$ cat config.mk
export PLATFORM = sky130hd
export DESIGN_NAME = pc_fetch
export DESIGN_NICKNAME = d
export VERILOG_FILES = /design/src/rtl/green_pkg.sv /design/src/rtl/pc_gen.sv /design/src/rtl/pc_fetch.sv
export SDC_FILE = /design/constraint.sdc
export NUM_CORES = 1
export LEC_CHECK = 0
export CORE_MARGIN = 3
export CORE_UTILIZATION = 25
export CTS_BUF_LIST = sky130_fd_sc_hd__clkbuf_8
export DETAILED_ROUTE_END_ITERATION = 8
export SYNTH_ARGS = -nofsm -noshare
export SYNTH_HDL_FRONTEND = slang
export SYNTH_SLANG_ARGS = --single-unit
$ cat constraint.sdc
create_clock -name clk -period 3.3 [get_ports clk]
set_input_delay 0.495 -clock clk [delete_from_list [all_inputs] [get_ports clk]]
set_output_delay 0.495 -clock clk [all_outputs]
set_load 0.02 [all_outputs]
$ cat src/rtl/green_pkg.sv
// rtl/green_pkg.sv - shared types and constants for the green accumulator datapath
package green_pkg;

    localparam int DEF_ADDR_W  = 8;
    localparam int DEF_INSTR_W = 16;

    localparam logic [15:0] HALT_OP = 16'hFFFF;

    typedef enum logic [1:0] {
        FILL,
        RUN,
        HALT
    } fetch_state_t;

    typedef enum logic [1:0] {
        PC_HOLD,
        PC_INC,
        PC_BR
    } pc_sel_t;

endpackage

$ cat src/rtl/pc_gen.sv
// rtl/pc_gen.sv - next-PC select: hold, increment (wrapping) or branch target
module pc_gen
    import green_pkg::*;
#(
    parameter int ADDR_W = DEF_ADDR_W
) (
    input  pc_sel_t           sel,
    input  logic [ADDR_W-1:0] pc,
    input  logic [ADDR_W-1:0] br_target,
    output logic [ADDR_W-1:0] next_pc
);

    always_comb begin
        next_pc = pc;
        unique case (sel)
            PC_INC:  next_pc = pc + ADDR_W'(1);
            PC_BR:   next_pc = br_target;
            default: next_pc = pc;
        endcase
    end

endmodule

$ cat src/rtl/pc_fetch.sv
// rtl/pc_fetch.sv - instruction fetch stage: PC, imem read control, branch redirect
// Optional HALT-word stop is compiled in with PC_FETCH_HALT_EN.
module pc_fetch
    import green_pkg::*;
#(
    parameter int                ADDR_W   = DEF_ADDR_W,
    parameter int                INSTR_W  = DEF_INSTR_W,
    parameter logic [ADDR_W-1:0] RESET_PC = '0
) (
    input  logic               clk,
    input  logic               rst_n,
    input  logic               en,
    input  logic               stall,
    input  logic               BR_in,
    input  logic [ADDR_W-1:0]  br_target,
    output logic [ADDR_W-1:0]  imem_addr,
    output logic               imem_en,
    input  logic [INSTR_W-1:0] imem_rdata,
    output logic [INSTR_W-1:0] opCode,
    output logic [ADDR_W-1:0]  pc_out,
    output logic               valid,
    output logic               halted
);

    fetch_state_t      state, next_state;
    pc_sel_t           pc_sel;
    logic [ADDR_W-1:0] pc, next_pc;
    logic              not_halted;
    logic              redirect;
    logic              advance;
    logic              halt_now;

`ifdef PC_FETCH_HALT_EN
    logic halted_q;

    assign not_halted = (state != HALT);
    assign halt_now   = advance & valid & (imem_rdata == INSTR_W'(HALT_OP));
    assign halted     = halted_q;
`else
    assign not_halted = 1'b1;
    assign halt_now   = 1'b0;
    assign halted     = 1'b0;
`endif

    // A redirect takes priority over stall; the bubble it creates satisfies the stall.
    assign redirect  = en & valid & BR_in & not_halted;
    assign advance   = en & ~stall & ~redirect & not_halted;
    assign imem_en   = en & (~stall | redirect) & not_halted;
    assign imem_addr = pc;
    assign opCode    = imem_rdata;

    always_comb begin
        next_state = state;
        pc_sel     = PC_HOLD;
        unique case (state)
            FILL: begin
                if (advance) begin
                    next_state = RUN;
                    pc_sel     = PC_INC;
                end
            end
            RUN: begin
                if (redirect) begin
                    next_state = FILL;
                    pc_sel     = PC_BR;
                end else if (halt_now) begin
                    next_state = HALT;
                end else if (advance) begin
                    pc_sel     = PC_INC;
                end
            end
            default: begin
                next_state = state;
                pc_sel     = PC_HOLD;
            end
        endcase
    end

    pc_gen #(
        .ADDR_W (ADDR_W)
    ) u_pc_gen (
        .sel       (pc_sel),
        .pc        (pc),
        .br_target (br_target),
        .next_pc   (next_pc)
    );

    always_ff @(posedge clk or negedge rst_n) begin
        if (!rst_n) begin
            state  <= FILL;
            pc     <= RESET_PC;
            pc_out <= '0;
            valid  <= 1'b0;
        end else begin
            state <= next_state;
            pc    <= next_pc;
            if (redirect || halt_now) begin
                valid <= 1'b0;
            end else if (advance) begin
                valid  <= 1'b1;
                pc_out <= pc;
            end
        end
    end

`ifdef PC_FETCH_HALT_EN
    always_ff @(posedge clk or negedge rst_n) begin
        if (!rst_n) begin
            halted_q <= 1'b0;
        end else if (halt_now) begin
            halted_q <= 1'b1;
        end
    end
`endif

endmodule

==> run metrics, run 1 <==
Longest Clk Path Bufs=2; leakage power summed over all cells=0.000537 uW; Setup Viol. Count Final=0; CTS tree=done; status=finished, final reports clean; wire length of the first global-routing pass=3930 um; CP Class=in -> out; Post-Synthesis Net Count=138; area of the die=4890 um^2; total gr overflow=0; final design instance area without fill=1290 um^2; via count of the first global-routing pass=816; clock sink count=18; distinct cell type count of the synthesized netlist=33; Final Routed Wirelength=2280 um; XOR/XNOR Fraction of Synth Area=1.71%; dpl hpwl=1700 um; unrepaired setup endpoints after global routing=no; power per cell area=820 nW/um^2; CP required=2.80 ns; # resized after CTS=0; number of vias after detailed routing=784; path category of the worst min-delay check=reg -> reg; H-tree level count=1; number of buffers inserted for hold repair after clock tree synthesis=0; Clk Latency, worst-skew pair=0.26 ns; DR iter-0 viols=54; Port-buffer cells=30; cell at the root of the clock tree=sky130_fd_sc_hd__clkbuf_8; Max Transition Viols Final=0; crit path cell chain=clkdlybuf4s50_1 -> a21boi_0 -> clkdlybuf4s50_1; flops & latches, synth=18; dominant combinational cell family by area after synthesis=simple AND/OR/NAND/NOR gates; placed instance area=1240 um^2; count of antenna diodes in the layout=0; overall routing resource usage=9.99%; slew at the pin with the worst max-slew slack=0.846 ns; post-synthesis to final-layout area growth=26.6%; initial antenna violation count=0; routed length on met3=195 um; crit path max-delay cell type=sky130_fd_sc_hd__clkdlybuf4s50_1; die span in x=69.9 um; fmax=409 MHz; highest metal layer with signal wires=met4; crit end category=output port; global placement routability congestion=0.755; worst-path maximum fanout=6; Max-cap violations=0; CTS buffer count=3; relative slew slack=43.4%; met2 WL=1030 um; register clock-pin slew on the reported worst setup and hold paths=0.07 ns; antenna viol nets, final=0; most repeated library cell on the critical path=sky130_fd_sc_hd__clkdlybuf4s50_1; DRC Markers=0; Pre-antenna DRT Iters=4; post-synthesis adder-cell area fraction=1.22%; Post-CTS Repair Setup Buffers=0; number of warnings printed during yosys synthesis=0; final clock skew=0.00336 ns; I/O pin count=64; post-route fraction of the period consumed by the critical path=74.1%; part of the Yosys area used for sequential elements=44.1%; synthesized-area fraction occupied by ao, oa, aoi and oai cells=11.9%; mean instance size in the synthesized netlist=9.47 um^2; Peak VDD IR=0.000299 V; post-synthesis instance area=1020 um^2; detailed-route wire length on metal 1=1040 um; Arr. time, crit path=1.95 ns; gate count after technology mapping=108; share of layout cells above drive strength 1=12.2%; minimum clock period=2.44 ns; Final Hold Viols=0; Starting Density=26.9%; share of cell area taken by muxes after synthesis=0%; vias per cell=4.58; largest stage delay on the critical path=0.63 ns; core area=3800 um^2; post-detailed-route wirelength per cell=13.3 um; Final TNS setup=0 ns; maximum number of pins on one net before global-route repair=19; sort of element at the start of the critical path=input pin; vertical die dimension=69.9 um; net count reported at finish=154; simple-gate share of the synthesized area=26.3%; placement row count=22
[layout by cell type, fill, tap and decap left out, types with 2 or more instances in the layout]
cell type and instances:
sky130_fd_sc_hd__o21a_1 2, sky130_fd_sc_hd__clkdlybuf4s50_1 30, sky130_fd_sc_hd__o21ai_1 2, sky130_fd_sc_hd__clkbuf_8 4, sky130_fd_sc_hd__a221o_1 2, sky130_fd_sc_hd__o22ai_1 2
sky130_fd_sc_hd__a21oi_1 3, sky130_fd_sc_hd__nand3_1 2, sky130_fd_sc_hd__nand2_1 27, sky130_fd_sc_hd__nor2_1 5, sky130_fd_sc_hd__nor3_1 3, sky130_fd_sc_hd__dfrtp_1 18
sky130_fd_sc_hd__xnor2_1 2, sky130_fd_sc_hd__o21ai_2 2, sky130_fd_sc_hd__nor4_1 2
[critical path: cells and delay by family]
kind	cells	cell delay, ns
compound gates	1	0.21
buf+inv	2	1.24
[synth_stat cells, drive strengths merged]
cell type	number	area share (%)
a21boi	1	0.73
a21oi	3	1.5
inv	1	0.37
o221a	1	1.1
and2b	1	0.73
nor2	6	2.9
nand4	2	1.8
conb	1	0.37
ha	1	1.2
dfrtp	18	44
a221o	2	2.0
nor3	3	1.5
nand2	28	11
buf	19	14
nand2b	1	1.3
xnor2	2	1.7
nand3	2	0.98
o21ai	5	3.2
o22ai	2	1.2
and3	1	1.1
a211oi	1	0.73
o21a	2	1.5
nor4	4	4.5
and2	1	0.86
[flip-flops by register name, indices dropped and copies added (netlist names)]
register	flops
valid	1
state	1
pc_out	8
imem_addr	8
[cells by family (layout without fill, tap and decap cells)]
family,after synthesis,in the layout
and+or+nand+nor,49,49
buffers and inverters,20,35
DFF,18,18
AOI/OAI and AO/OA,17,17
xor gates and xnor gates,2,2
adders and majority gates,1,1
other,1,1
[layout make-up]
type / count / area (um^2)
clock buffers: 4 / 55.1
fillers: 403 / 2500
inverters: 1 / 3.75
multi-input cells: 70 / 424
flip-flops and latches: 18 / 450
well taps: 48 / 60.1
repair buffers: 30 / 300
[through the flow]
step                power (uW)  util [%]  instances  hold slack [ns]  setup slack (ns)
floorplan                  678         -        108            0.199              1.67
global placement           876      32.6        167            0.461             0.876
detailed placement         889      32.6        167            0.465             0.869
CTS                       1070      34.1        171            0.483             0.851
global route              1140      34.1        171            0.520             0.725
finish                    1060      34.1        171            0.474             0.856
[power breakdown]
part / switching, uW / internal (uW)
sequential: 92.0 / 306
combinational: 250 / 232
clock: 75.0 / 106
total: 417 / 644
[final timing paths]
check / startpoint / end / slack (ns) / cells past startpoint
max: en / imem_en / 0.86 / 3
min in group asynchronous: rst_n / imem_addr[2] / 0.72 / 1
min: pc_out[4] / pc_out[4] / 0.47 / 2
max reg2reg: valid / imem_addr[6] / 1.93 / 4
max in group asynchronous: rst_n / imem_addr[3] / 2.05 / 1
min reg2reg: pc_out[4] / pc_out[4] / 0.47 / 2
[routing by layer]
metal	vias to the layer above	global-route usage (%)
li1	383	-
met1	359	12.7
met2	38	15.8
met3	4	4.32
met4	0	1.91
met5	-	0
No activity file was read; power rests on OpenSTA's default activity.
==> run 2: changes to the inputs <==
clock period = 2.5 ns   (was 3.3 ns; I/O delays follow)
==> run 2 against run 1 <==
Effect of this change: via count grew 1.5%; largest cell class unchanged; die area unchanged; clock skew is 0.0014 ns lower.
==> run metrics, run 2 (synthesized netlist as in run 1, its figures left out) <==
post-detailed-route wirelength per cell=13.1 um (-1.6%); internal power contribution=851 uW (+32%); CP Class=in -> out; clock share of power=17.2% (about the same); initial antenna violation count=0 (unchanged); slew at the pin with the worst max-slew slack=0.832 ns (-0.0135 ns); most repeated library cell on the critical path=sky130_fd_sc_hd__clkdlybuf4s50_1; antenna viol nets, final=0 (unchanged); number of vias after detailed routing=796 (+1.5%); register clock-pin slew on the reported worst setup and hold paths=0.07 ns (about the same); area occupied by registers=450 um^2 (unchanged); net count reported at finish=155 (+0.65%); CP required=2.12 ns (-0.68 ns); worst-path maximum fanout=3 (-3); filler instances=389 (-3.5%); area of the die=4890 um^2 (unchanged); wire length of the first global-routing pass=3970 um (+1.0%); Final Routed Wirelength=2260 um (-1.0%); most common library cell in the layout ignoring fill and taps=sky130_fd_sc_hd__clkdlybuf4s50_1; power per cell area=1080 nW/um^2 (+32%); portion of total power attributed to sequential cells=37.4% (about the same); post-synthesis to final-layout area growth=27.3%; global placement routability congestion=0.756 (about the same); Switching Share=39.5% (+0.19 points); dpl hpwl=1720 um (+0.98%); Starting Density=26.9% (unchanged); Max-cap violations=0 (unchanged); core area=3800 um^2 (unchanged); total gr overflow=0 (unchanged); sort of element at the start of the critical path=input pin; relative slew slack=44.3% (+0.90 points); via count of the first global-routing pass=859 (+5.3%); Max Transition Viols Final=0 (unchanged); final design instance area without fill=1300 um^2 (+0.58%); I/O pin count=64 (unchanged); CTS tree=done; crit path max-delay cell type=sky130_fd_sc_hd__clkdlybuf4s50_1; Peak VDD IR=0.000459 V (+54%); Post-CTS Repair Setup Buffers=0 (unchanged); commonest cells after routing, fill and taps aside=sky130_fd_sc_hd__clkdlybuf4s50_1, sky130_fd_sc_hd__nand2_1, sky130_fd_sc_hd__dfrtp_1; status=finished, final reports clean; Arr. time, crit path=1.81 ns (-0.14 ns); clock sink count=18 (unchanged); largest stage delay on the critical path=0.63 ns (about the same); unrepaired setup endpoints after global routing=no; placed instance area=1250 um^2 (+0.61%); cell at the root of the clock tree=sky130_fd_sc_hd__clkbuf_8; area occupied by multi-input gates=424 um^2 (unchanged); Setup Viol. Count Final=0 (unchanged); placement row count=22 (unchanged); leakage power summed over all cells=0.000541 uW (+0.90%); DR iter-0 viols=56 (+3.7%); path category of the worst min-delay check=reg -> reg; crit path cell chain=clkdlybuf4s50_1 -> nand2_1 -> a21boi_0 -> clkdlybuf4s50_1; Final Hold Viols=0 (unchanged); H-tree level count=1 (unchanged); minimum clock period=2.18 ns; Pre-antenna DRT Iters=4 (unchanged); CTS buffer count=3 (unchanged); DRC Markers=0 (unchanged); final core utilization=34.3% (+0.20 points); vias per cell=4.63 (+0.94%); post-route fraction of the period consumed by the critical path=87.3%; count of antenna diodes in the layout=0 (unchanged); die span in x=69.9 um (unchanged); maximum number of pins on one net before global-route repair=19 (unchanged); number of buffers inserted for hold repair after clock tree synthesis=0 (unchanged); final clock skew=0.00194 ns (-0.00142 ns); Clk Latency, worst-skew pair=0.25 ns (about the same); Port-buffer cells=30 (unchanged); net switching power=555 uW (+33%); Logic pwr share=45.4% (about the same); minimum hold slack=0.477 ns (+0.00329 ns); share of layout cells above drive strength 1=12.9% (+0.71 points); # resized after CTS=0 (unchanged); crit end category=output port; overall routing resource usage=9.72% (-0.27 points); vertical die dimension=69.9 um (unchanged); fmax=458 MHz; Longest Clk Path Bufs=2 (unchanged); Final TNS setup=0 ns (unchanged)
## run 2: changes by cell type in the layout (fill, tap and decap cells not counted), sizes merged
cell / change
buf: +1
## run 2: power groups by stage
stage | sequential [uW] | clock, uW | combinational, uW
after CTS | 528 | 247 | 646
after floorplan | 646 | 0 | 249
after detailed placement | 533 | 0 | 642
after global routing | 553 | 263 | 689
final | 525 | 242 | 639
after global placement | 526 | 0 | 630
## run 2: worst paths after layout
path | start | to | slack [ns] | cells after the start
worst min-delay path | pc_out[2] | pc_out[2] | 0.48 | 2
worst max-delay path | BR_in | imem_en | 0.32 | 4
min in group asynchronous | rst_n | pc_out[0] | 0.59 | 1
worst min register to register | pc_out[2] | pc_out[2] | 0.48 | 2
max in group asynchronous | rst_n | imem_addr[4] | 1.39 | 1
worst max register to register | valid | imem_addr[6] | 1.09 | 4
## run 2: area by class of cell
class	count	area share, %
multi-input combinational	70	32.6
timing repair buffer	31	23.7
inverter	1	0.288
tap	48	4.62
clock buffer	4	4.23
sequential	18	34.6
## run 2: critical path, delay by kind of cell
family          cells  cell delay (ns)
compound gates      1             0.19
buf+inv             2             1.15
simple gates        1             0.10
## run 2: routing by layer
metal	part of all wire, %	GRT usage [%]	vias to the layer above	wire [um]
met2	48	16.3	35	1080
met3	7.3	3.31	4	164
met4	0.53	1.91	0	12
met1	44	12.1	371	998
met5	0	0	-	0
li1	-	-	386	-
## run 2: stage by stage
stage / total power, uW / instances / setup WS (ns)
5_1_grt: 1500 / 172 / 0.215
3_5_place_dp: 1170 / 168 / 0.325
3_3_place_gp: 1160 / 168 / 0.351
2_1_floorplan: 895 / 108 / 0.985
6_report: 1410 / 172 / 0.317
4_1_cts: 1420 / 172 / 0.305
